`src/rtl/flght_seq.sv`:
```
// Flight sequencer: power-up calibration, arming, thrust slewing and auto-land in front of flght_cntrl.
// Optional feature macro THRST_SLEW_EN: when defined, ARMED thrust is slew-limited by RAMP_STEP per vld.
module flght_seq #(
    parameter int unsigned CAL_TMO   = 1000000,
    parameter int unsigned VLD_TMO   = 65536,
    parameter int unsigned LAND_DIV  = 4096,
    parameter int unsigned RAMP_STEP = 8
) (
    input  logic       clk,
    input  logic       rst_n,
    input  logic       strt_cal,
    input  logic       cal_done,
    input  logic       vld,
    input  logic [8:0] cmd_thrst,
    input  logic       land_cmd,
    input  logic       emer_stop,
    output logic       inertial_cal,
    output logic [8:0] thrst,
    output logic       mtrs_off,
    output logic       armed,
    output logic       cal_err,
    output logic [1:0] state
);

    localparam int unsigned CAL_CW = (CAL_TMO  > 1) ? $clog2(CAL_TMO)  : 1;
    localparam int unsigned WD_CW  = (VLD_TMO  > 1) ? $clog2(VLD_TMO)  : 1;
    localparam int unsigned DIV_CW = (LAND_DIV > 1) ? $clog2(LAND_DIV) : 1;

    localparam logic [CAL_CW-1:0] CAL_LAST = CAL_CW'(CAL_TMO - 1);
    localparam logic [WD_CW-1:0]  WD_LAST  = WD_CW'(VLD_TMO - 1);
    localparam logic [DIV_CW-1:0] DIV_LAST = DIV_CW'(LAND_DIV - 1);
    localparam logic [9:0]        STEP10   = 10'(RAMP_STEP);

    typedef enum logic [1:0] {
        S_IDLE  = 2'd0,
        S_CAL   = 2'd1,
        S_ARMED = 2'd2,
        S_LAND  = 2'd3
    } state_e;

    state_e              r_state;
    logic [8:0]          r_thrst;
    logic                r_mtrs_off;
    logic                r_armed;
    logic                r_inertial_cal;
    logic                r_cal_err;
    logic [CAL_CW-1:0]   r_cal_cnt;
    logic [WD_CW-1:0]    r_wd_cnt;
    logic [DIV_CW-1:0]   r_div_cnt;

    state_e              w_state_nx;
    logic [8:0]          w_thrst_nx;
    logic                w_cal_err_nx;
    logic [CAL_CW-1:0]   w_cal_cnt_nx;
    logic [WD_CW-1:0]    w_wd_cnt_nx;
    logic [DIV_CW-1:0]   w_div_cnt_nx;
    logic [9:0]          w_thrst10;
    logic [9:0]          w_land_thrst;

`ifdef THRST_SLEW_EN
    logic [9:0]          w_cmd10;
    logic [9:0]          w_slew_thrst;

    // Difference is taken in 10 bits in the direction of travel so it never underflows.
    always_comb begin
        w_cmd10 = {1'b0, cmd_thrst};
        if (w_cmd10 >= w_thrst10) begin
            if ((w_cmd10 - w_thrst10) <= STEP10) w_slew_thrst = w_cmd10;
            else                                 w_slew_thrst = w_thrst10 + STEP10;
        end else begin
            if ((w_thrst10 - w_cmd10) <= STEP10) w_slew_thrst = w_cmd10;
            else                                 w_slew_thrst = w_thrst10 - STEP10;
        end
    end
`endif

    assign w_thrst10    = {1'b0, r_thrst};
    assign w_land_thrst = (w_thrst10 <= STEP10) ? '0 : (w_thrst10 - STEP10);

    always_comb begin
        w_state_nx   = r_state;
        w_thrst_nx   = r_thrst;
        w_cal_err_nx = r_cal_err;
        w_cal_cnt_nx = r_cal_cnt;
        w_wd_cnt_nx  = r_wd_cnt;
        w_div_cnt_nx = r_div_cnt;

        if (emer_stop) begin
            w_state_nx   = S_IDLE;
            w_thrst_nx   = '0;
            w_cal_cnt_nx = '0;
            w_wd_cnt_nx  = '0;
            w_div_cnt_nx = '0;
        end else begin
            unique case (r_state)
                S_IDLE: begin
                    w_thrst_nx = '0;
                    if (strt_cal) begin
                        w_state_nx   = S_CAL;
                        w_cal_err_nx = 1'b0;
                        w_cal_cnt_nx = '0;
                    end
                end
                S_CAL: begin
                    w_thrst_nx   = '0;
                    w_cal_cnt_nx = r_cal_cnt + 1'b1;
                    if (cal_done) begin
                        w_state_nx   = S_ARMED;
                        w_wd_cnt_nx  = '0;
                        w_cal_cnt_nx = '0;
                    end else if (r_cal_cnt == CAL_LAST) begin
                        w_state_nx   = S_IDLE;
                        w_cal_err_nx = 1'b1;
                        w_cal_cnt_nx = '0;
                    end
                end
                S_ARMED: begin
                    if (land_cmd) begin
                        w_state_nx   = S_LAND;
                        w_div_cnt_nx = '0;
                    end else if (vld) begin
                        w_wd_cnt_nx = '0;
`ifdef THRST_SLEW_EN
                        w_thrst_nx  = w_slew_thrst[8:0];
`else
                        w_thrst_nx  = cmd_thrst;
`endif
                    end else if (r_wd_cnt == WD_LAST) begin
                        w_state_nx   = S_LAND;
                        w_wd_cnt_nx  = '0;
                        w_div_cnt_nx = '0;
                    end else begin
                        w_wd_cnt_nx = r_wd_cnt + 1'b1;
                    end
                end
                S_LAND: begin
                    if (r_div_cnt == DIV_LAST) begin
                        w_div_cnt_nx = '0;
                        if (r_thrst == '0) w_state_nx = S_IDLE;
                        else               w_thrst_nx = w_land_thrst[8:0];
                    end else begin
                        w_div_cnt_nx = r_div_cnt + 1'b1;
                    end
                end
                default: w_state_nx = S_IDLE;
            endcase
        end
    end

    always_ff @(posedge clk or negedge rst_n) begin
        if (!rst_n) begin
            r_state        <= S_IDLE;
            r_thrst        <= '0;
            r_mtrs_off     <= 1'b1;
            r_armed        <= 1'b0;
            r_inertial_cal <= 1'b0;
            r_cal_err      <= 1'b0;
            r_cal_cnt      <= '0;
            r_wd_cnt       <= '0;
            r_div_cnt      <= '0;
        end else begin
            r_state        <= w_state_nx;
            r_thrst        <= w_thrst_nx;
            r_mtrs_off     <= (w_state_nx == S_IDLE);
            r_armed        <= (w_state_nx == S_ARMED);
            r_inertial_cal <= (w_state_nx == S_CAL);
            r_cal_err      <= w_cal_err_nx;
            r_cal_cnt      <= w_cal_cnt_nx;
            r_wd_cnt       <= w_wd_cnt_nx;
            r_div_cnt      <= w_div_cnt_nx;
        end
    end

    assign inertial_cal = r_inertial_cal;
    assign thrst        = r_thrst;
    assign mtrs_off     = r_mtrs_off;
    assign armed        = r_armed;
    assign cal_err      = r_cal_err;
    assign state        = r_state;

endmodule

```
`config.mk`:
```
export PLATFORM = sky130hd
export DESIGN_NAME = flght_seq
export DESIGN_NICKNAME = d
export VERILOG_FILES = /design/src/rtl/flght_seq.sv
export SDC_FILE = /design/constraint.sdc
export NUM_CORES = 1
export LEC_CHECK = 0
export CORE_MARGIN = 2
export CORE_UTILIZATION = 45
export CTS_CLUSTER_DIAMETER = 40
export DETAILED_ROUTE_END_ITERATION = 16
export MAX_ROUTING_LAYER = met4
export PLACE_DENSITY = 0.65
export SLEW_MARGIN = 20
export SYNTH_ARGS = -nofsm -noshare
export SYNTH_HDL_FRONTEND = slang
export SYNTH_SLANG_ARGS = --single-unit
```
`constraint.sdc`:
```
create_clock -name clk -period 3.8 [get_ports clk]
set_input_delay 0.76 -clock clk [delete_from_list [all_inputs] [get_ports clk]]
set_output_delay 0.76 -clock clk [all_outputs]
set_load 0.005 [all_outputs]
```
==> metrics list, run 1 <==
- Half-perimeter wire length after placement: 5442 um
* Cts bufs inserted: 9
- The largest single stage delay on the critical path is 550 ps.
- Of the total power, the share spent switching nets is 0.2481.
* Crit path DAT: 2780 ps
- The pre-antenna-repair detailed-routing pass consisted of 4 iterations.
* Pin count of the biggest net entering global routing: 31
- Reg power frac: 0.461
- Yosys reg bits: 63
- Net count of the mapped netlist: 403
- Slowest cell on the critical path: a21oi_1
* Storage element area: 1578 um^2
- Count of filler cells inserted in the layout: 647
- Die width: 91.60 um
* Initial standard-cell utilization of the core: 0.4711
- Post-route clock period utilization: 0.6621
* Post-CTS Repair Setup Buffers: 0
- In this run the tightest slew margin relative to its limit is 0.4973.
- Setup repair after global routing missed its margin: false
- In the layout the commonest cells are dfrtp_1, nand2_1, nor2_1, o21ai_0, clkdlybuf4s50_1.
- Routability-driven placement finished with a final weighted congestion of 0.8207.
- The signal on the critical path passes through clkdlybuf4s50_1 > buf_4 > inv_1 > nand3_1 > buf_4 > a21oi_1 > a32oi_1 > o22ai_1.
- Sort of element at the end of the critical path: flop
- Adding up every negative setup slack in the final design gives 0 ps.
- Mean post-synth cell area: 9.016 um^2
- Part of the Yosys area used for sequential elements: 0.4569
* Worst Path Max Fanout: 16
- Port buffering added 30 buffers.
- Via count of the first global-routing pass: 2755
- Non-filler instance count after layout: 527
- For this design the total switching power over the nets is 375.2 uW.
- WL per Instance: 14.56 um
- The internal portion of the total power is 1137 uW.
- Among all flip-flop cells after synthesis, the most frequent one is dfrtp_1.
- Clock tree from TritonCTS: yes
- P_leak: 0.001618 uW
- In this run the deepest clock path goes through 2 buffers.
* Routed vias: 3001
- YS warnings: 0
- Post-synth ARST share: 1.000
* Hold bufs inserted after CTS: 0
* Area of combinational cells with multiple inputs: 1769 um^2
- The total area inside the core boundary comes to 7331 um^2.
- By instance count, the cell type seen most on the critical path is buf_4.
* GRT Total Usage: 0.2025
- Worst hold slack: 440.7 ps
- The total overflow left after global routing is 0.
* Critical register-to-register path startpoint: r_cal_cnt[15]
- Using the TritonRoute via totals, the vias-per-cell ratio works out to 5.694.
- Max-Cap Viols: 0
- Initial DRC Count: 226
* Cells after synthesis: 383
- Clock skew on the completed layout was measured at 11.77 ps.
- After detailed placement, the design holds a cell count of 511.
- Path depth of the worst reg2reg path: 6
- Slew at the pin with the worst max-slew slack: 750.7 ps
* Number of gates given a new drive strength after cts: 0
- Antenna-violating nets left: 0
- Max-slew violation total from the final report: 0
- Diodes inserted: 0
- Across all register-to-register paths, the minimum setup slack is 1700 ps.
- CTS sink cnt: 63
* Maximum frequency from static timing analysis: 0.3974 GHz
- Number of flops mapped to enable cells by yosys: 0
- In the final layout, the share of cells above drive strength 1 is 0.09346.
- The share of total power dissipated in combinational logic is 0.102.
* Number of hold violations in the final report: 0
- Measured along the y axis, the die boundary spans 91.60 um.
* Most common cell after layout, fill and taps aside: dfrtp_1
* Required time of the worst setup path: 4070 ps
- Run status: completed
- WS Path Type: in -> reg
* Mapped cell area: 3453 um^2
- Yosys mapped the design onto 56 distinct sky130hd cell types.
- Clock transition time at the flip-flop clock pins of the worst setup and hold paths: 80 ps
* Nets@finish: 443
* Maximum VDD drop: 0.2047 mV
* Clock Root Buffer: clkbuf_8
- Critical Path Source Type: input port
- The share of total power dissipated in the clock network is 0.437.
- H-tree levels: 3
- Wirelength, routed: 7672 um
* Worst reg2reg endpoint: r_cal_cnt[10]
- Count of standard-cell rows: 31
* Area enclosed by the die boundary: 8391 um^2
* Ports: 31
- The first global-routing pass estimated 13250 um of wire.
- For this run, design rule violations remaining after detail routing come to 0.
* Area growth from synthesis to final layout: 19.20%
* Number of antenna violations at the first check in global routing: 0
- Final-report setup violation count: 0
- Post-layout total power: 1512 uW
- Final core area utilization: 0.5615
- Pwr/cell area: 367.3 nW/um^2
- The worst path needs 2516 ps of the cycle, external delays included.
- For the worst-skew pair, the clock arrives at the later sink with an insertion delay of 340 ps.
- In this run the worst hold path is classified as in -> async.
[cell families after synthesis]
kind of cell | Yosys count | synth area share
AND/OR/NAND/NOR | 172 | 0.2551
flip-flops | 63 | 0.4569
XOR/XNOR | 21 | 0.05326
AO/OA/AOI/OAI | 95 | 0.1833
adder cells (fa/ha/maj) | 4 | 0.01449
multiplexers | 2 | 0.006159
buffers and inverters | 26 | 0.03080
[Yosys cell counts, types with 2 or more instances]
master,instances,area [um^2]
o211ai_1,2,15.01
dfrtp_1,62,1551
and4_1,3,26.28
nand2_1,40,150.1
buf_2,7,35.03
nor4b_1,2,17.52
a22o_1,4,35.03
o31ai_1,2,15.01
and3_1,8,50.05
or3_1,5,31.28
xor2_1,5,43.79
inv_1,16,60.06
nand2b_1,5,31.28
o22a_1,2,17.52
o22ai_1,7,43.79
nor2b_1,3,18.77
and3b_1,2,17.52
xnor2_1,16,140.1
nor2_1,39,146.4
or2_2,2,12.51
nor3b_1,2,15.01
a21o_1,2,15.01
nor4_1,9,56.30
ha_1,4,50.05
nand3_1,17,85.08
nor4_2,3,37.54
o21ai_0,35,175.2
a32oi_1,3,26.28
and2_1,4,25.02
nor3_1,15,75.07
clkbuf_1,3,11.26
o41ai_1,3,26.28
o2bb2ai_1,2,17.52
a21oi_1,17,85.08
nand4_1,10,62.56
a31oi_1,2,12.51
[per-layer routing]
layer  track usage  vias up  part of all wire
met5             -        -                 0
met4       0.09217        0             0.021
met3       0.03900       15             0.046
met2        0.2739       62              0.42
met1        0.2920     1446              0.52
li1              -     1478                 -
[sequential cells by signal, indices dropped and copies added (netlist names)]
register and cells:
r_cal_cnt 20, r_wd_cnt 16, r_div_cnt 12, thrst 9
state 2, armed 1, cal_err 1, inertial_cal 1
mtrs_off 1
[metrics by stage]
step / worst slack, ps / cell area [um^2]
2_1_floorplan: 1707 / 3453
3_3_place_gp: 987.9 / 3894
3_5_place_dp: 956.6 / 3894
4_1_cts: 1315 / 4116
5_1_grt: 1099 / 4116
6_report: 1284 / 4116
[power groups by stage]
stage / clock network [uW] / registers (uW) / logic [uW]
2_1_floorplan: 0 / 705 / 82.9
3_3_place_gp: 0 / 710 / 153
3_5_place_dp: 0 / 711 / 154
4_1_cts: 669 / 697 / 155
5_1_grt: 701 / 699 / 172
6_report: 660 / 697 / 154
[worst max-delay path, delay by kind of cell]
| kind | cells | cell delay, ps |
|---|---|---|
| buffers and inverters | 4 | 990 |
| AO/OA/AOI/OAI | 3 | 920 |
| AND/OR/NAND/NOR | 1 | 100 |
[final cells by class]
type | count | area share
flip-flops and latches | 63 | 0.3833
multi-input cells | 294 | 0.4298
repair buffers | 39 | 0.08815
inverters | 16 | 0.01459
well taps | 99 | 0.03009
clock buffers | 11 | 0.03435
clock inverters | 5 | 0.01976
[how the worst max path moves through the flow]
stage	start	to	slack, ps	depth (start not counted)
2_1_floorplan	cal_done	r_wd_cnt[15]	1710	5
3_3_place_gp	emer_stop	thrst[5]	990	8
3_5_place_dp	emer_stop	thrst[6]	960	8
4_1_cts	emer_stop	thrst[5]	1310	8
5_1_grt	emer_stop	thrst[6]	1100	8
6_report	emer_stop	thrst[5]	1280	8
No activity file was read; power rests on OpenSTA's default activity.
==> run 2, diff against run 1 <==
--- a/config.mk
+++ b/config.mk
@@ -10,7 +10,7 @@
 export CTS_CLUSTER_DIAMETER = 40
 export DETAILED_ROUTE_END_ITERATION = 16
 export MAX_ROUTING_LAYER = met4
-export PLACE_DENSITY = 0.65
+export PLACE_DENSITY = 0.67
 export SLEW_MARGIN = 20
 export SYNTH_ARGS = -nofsm -noshare
 export SYNTH_HDL_FRONTEND = slang
==> constraint.sdc (replaced) <==
create_clock -name clk -period 2 [get_ports clk]
set_input_delay 0.4 -clock clk [delete_from_list [all_inputs] [get_ports clk]]
set_output_delay 0.4 -clock clk [all_outputs]
set_load 0.005 [all_outputs]
==> run 2 against run 1 <==
Net effect:
- combinational power is 120% higher
- routed wire length grew 6.9%
- sequential cell count stayed put
- largest cell class unchanged
==> metrics list, run 2 (same netlist as run 1, synthesis figures left out) <==
- The run finished with clean final reports.
- Maximum VDD drop: 0.4533 mV (+120%)
* Pre-Repair DR Iteration Count: 4 (unchanged)
* Number of hold violations in the final report: 0 (unchanged)
- CTS sink cnt: 63 (unchanged)
- The share of post-route cells with drive strength above 1 is 0.1670 (+0.07357).
* Most common cell after layout, fill and taps aside: dfrtp_1
- The headroom to the max-slew limit is 0.6417 (+0.1444).
- Worst hold slack: 58.67 ps (-382.1 ps)
* Area enclosed by the die boundary: 8391 um^2 (unchanged)
- Nets@finish: 482 (+8.8%)
- TritonCTS built the clock tree.
- Pre-CTS WS: -185.7 ps (-1142 ps)
- The total routing usage reported by global routing was 0.2191 (+0.01663).
- The starting density of the core was 0.4711 (unchanged).
- RePlAce Congestion: 0.8265 (+0.71%)
- Time the worst path needs with I/O delays and setup: 1889 ps
- Class of the tightest hold or removal check: in -> async
- The total CTS buffers came to 9 (unchanged).
- In this run the critical register-to-register path is launched from r_cal_cnt[12].
- Die Height: 91.60 um (unchanged)
- P_leak: 0.001810 uW (+12%)
- The number of I/O pins was 31 (unchanged).
- Core area: 7331 um^2 (unchanged)
* Maximum frequency from static timing analysis: 0.5295 GHz
- Pwr/cell area: 607.7 nW/um^2 (+65%)
- The via density per instance is 5.495 (-3.5%).
- Worst clock skew: 10.37 ps (-1.404 ps)
* Final-report setup violation count: 0 (unchanged)
* Worst Path Max Fanout: 4 (-12)
- Most frequent cells in the layout: dfrtp_1, buf_4, nand2_1, nor2_1, o21ai_0
* Clock buffer depth: 2 (unchanged)
- Global route overflow: 0 (unchanged)
* # DRC: 0 (unchanged)
- The worst setup path is captured at a flop.
* DP Area: 4169 um^2 (+7.1%)
- The clock transition at the register clock pins on the worst setup and hold paths after CTS is 70 ps (about the same).
- Die width: 91.60 um (unchanged)
* First-pass GRT wire length: 14350 um (+8.3%)
* Launch point of the worst path: r_cal_cnt[12]
* Max reg flops: 20 (unchanged)
- Dividing the final minimum period by the clock period gives 0.9443.
* Count of filler cells inserted in the layout: 628 (-2.9%)
- The diode insertion count for antenna repair is 0 (unchanged).
- The clock network latency to the later pin of the worst-skew pair came to 340 ps (about the same).
- Number of antenna violations at the first check in global routing: 0 (unchanged)
- The post-layout instance area was 4397 um^2 (+6.8%).
- Crit path setup slack, layout: 111.4 ps (-1172 ps)
- Counting flops per register, the top entry is r_cal_cnt.
- WL per Instance: 14.49 um (-0.46%)
- The arrival time of the worst setup path was 2120 ps (-660 ps).
- The required arrival time at the worst endpoint was 2230 ps (-1840 ps).
* Via count of the first global-routing pass: 3091 (+12%)
- The remaining antenna violation count is 0 (unchanged).
- The final wirelength is 8202 um (+6.9%).
- The number of buffers added on ports is 30 (unchanged).
- The tree is rooted in a clkbuf_8.
- The transition time at the pin with the least slew margin came to 533.4 ps (-217.4 ps).
- The pin count of the biggest net entering global routing is 64 (+110%).
- Max-slew violation total from the final report: 0 (unchanged)
* H-tree levels: 3 (unchanged)
- Critical Path Source Type: flop
- WS Path Type: reg -> reg
* Initial DRC Count: 119 (-47%)
- The internal reg-to-reg setup slack was 110 ps (-1590 ps).
- Area growth from synthesis to final layout: 27.32%
- Count of standard-cell rows: 31 (unchanged)
* Routed vias: 3110 (+3.6%)
- The half-perimeter wire length after placement came to 5792 um (+6.4%).
* Max-Cap Viols: 0 (unchanged)
- Regs by FF count: r_cal_cnt: 20 flops, r_wd_cnt: 16 flops, r_div_cnt: 12 flops
[run 2: final cells by class]
class	count	area, um^2	share of cell area
clock buffers	15	166.4	0.03785
clock inverters	1	5.005	0.001138
inverters	16	60.06	0.01366
multi-input cells	294	1795	0.4084
flip-flops and latches	63	1578	0.3588
well taps	99	123.9	0.02817
repair buffers	78	668.1	0.1520
[run 2: stage by stage]
stage                       util  cells  total power [uW]  setup TNS (ps)
after global placement    0.5687    546              1686           -1253
after floorplan                -    383              1497               0
after detailed placement  0.5687    546              1690           -2913
after CTS                 0.5933    562              2697               0
after global routing      0.5998    566              2804          -3.707
final                     0.5998    566              2672               0
[run 2: power by group]
group / internal [uW] / leakage (uW) / total (uW) / switching [uW]
registers: 1300 / 0.000873 / 1320 / 25.3
logic: 167 / 0.000850 / 346 / 179
clock network: 518 / 0.0000877 / 1000 / 484
[run 2: critical path, stage by stage, from the launching register on]
cell	delay [ps]
dfrtp_1	420
nor4_1	380
nand4_1	140
buf_4	180
o31ai_4	310
o22ai_1	140
a32o_1	220
[run 2: path summary, 6_finish.rpt]
kind                                 end  cells past startpoint
max                        r_cal_cnt[10]                      6
min                          r_wd_cnt[3]                      2
max reg2reg                r_cal_cnt[10]                      6
min reg2reg                r_cal_cnt[19]                      1
max in group asynchronous       mtrs_off                      2
min in group clk           r_cal_cnt[19]                      1
[run 2: timing repair]
action                     CTS  global route
resized for setup            1             4
pin swaps                    0             3
setup endpoints to repair    3            30
hold buffers                 0             0
setup buffers                0             4
[run 2: per-layer routing]
metal / track usage / routed length [um] / part of all wire
met1: 0.2858 / 3918 / 0.48
met3: 0.05643 / 314 / 0.038
met2: 0.3370 / 3876 / 0.47
met4: 0.06566 / 92 / 0.011
met5: - / 0 / 0
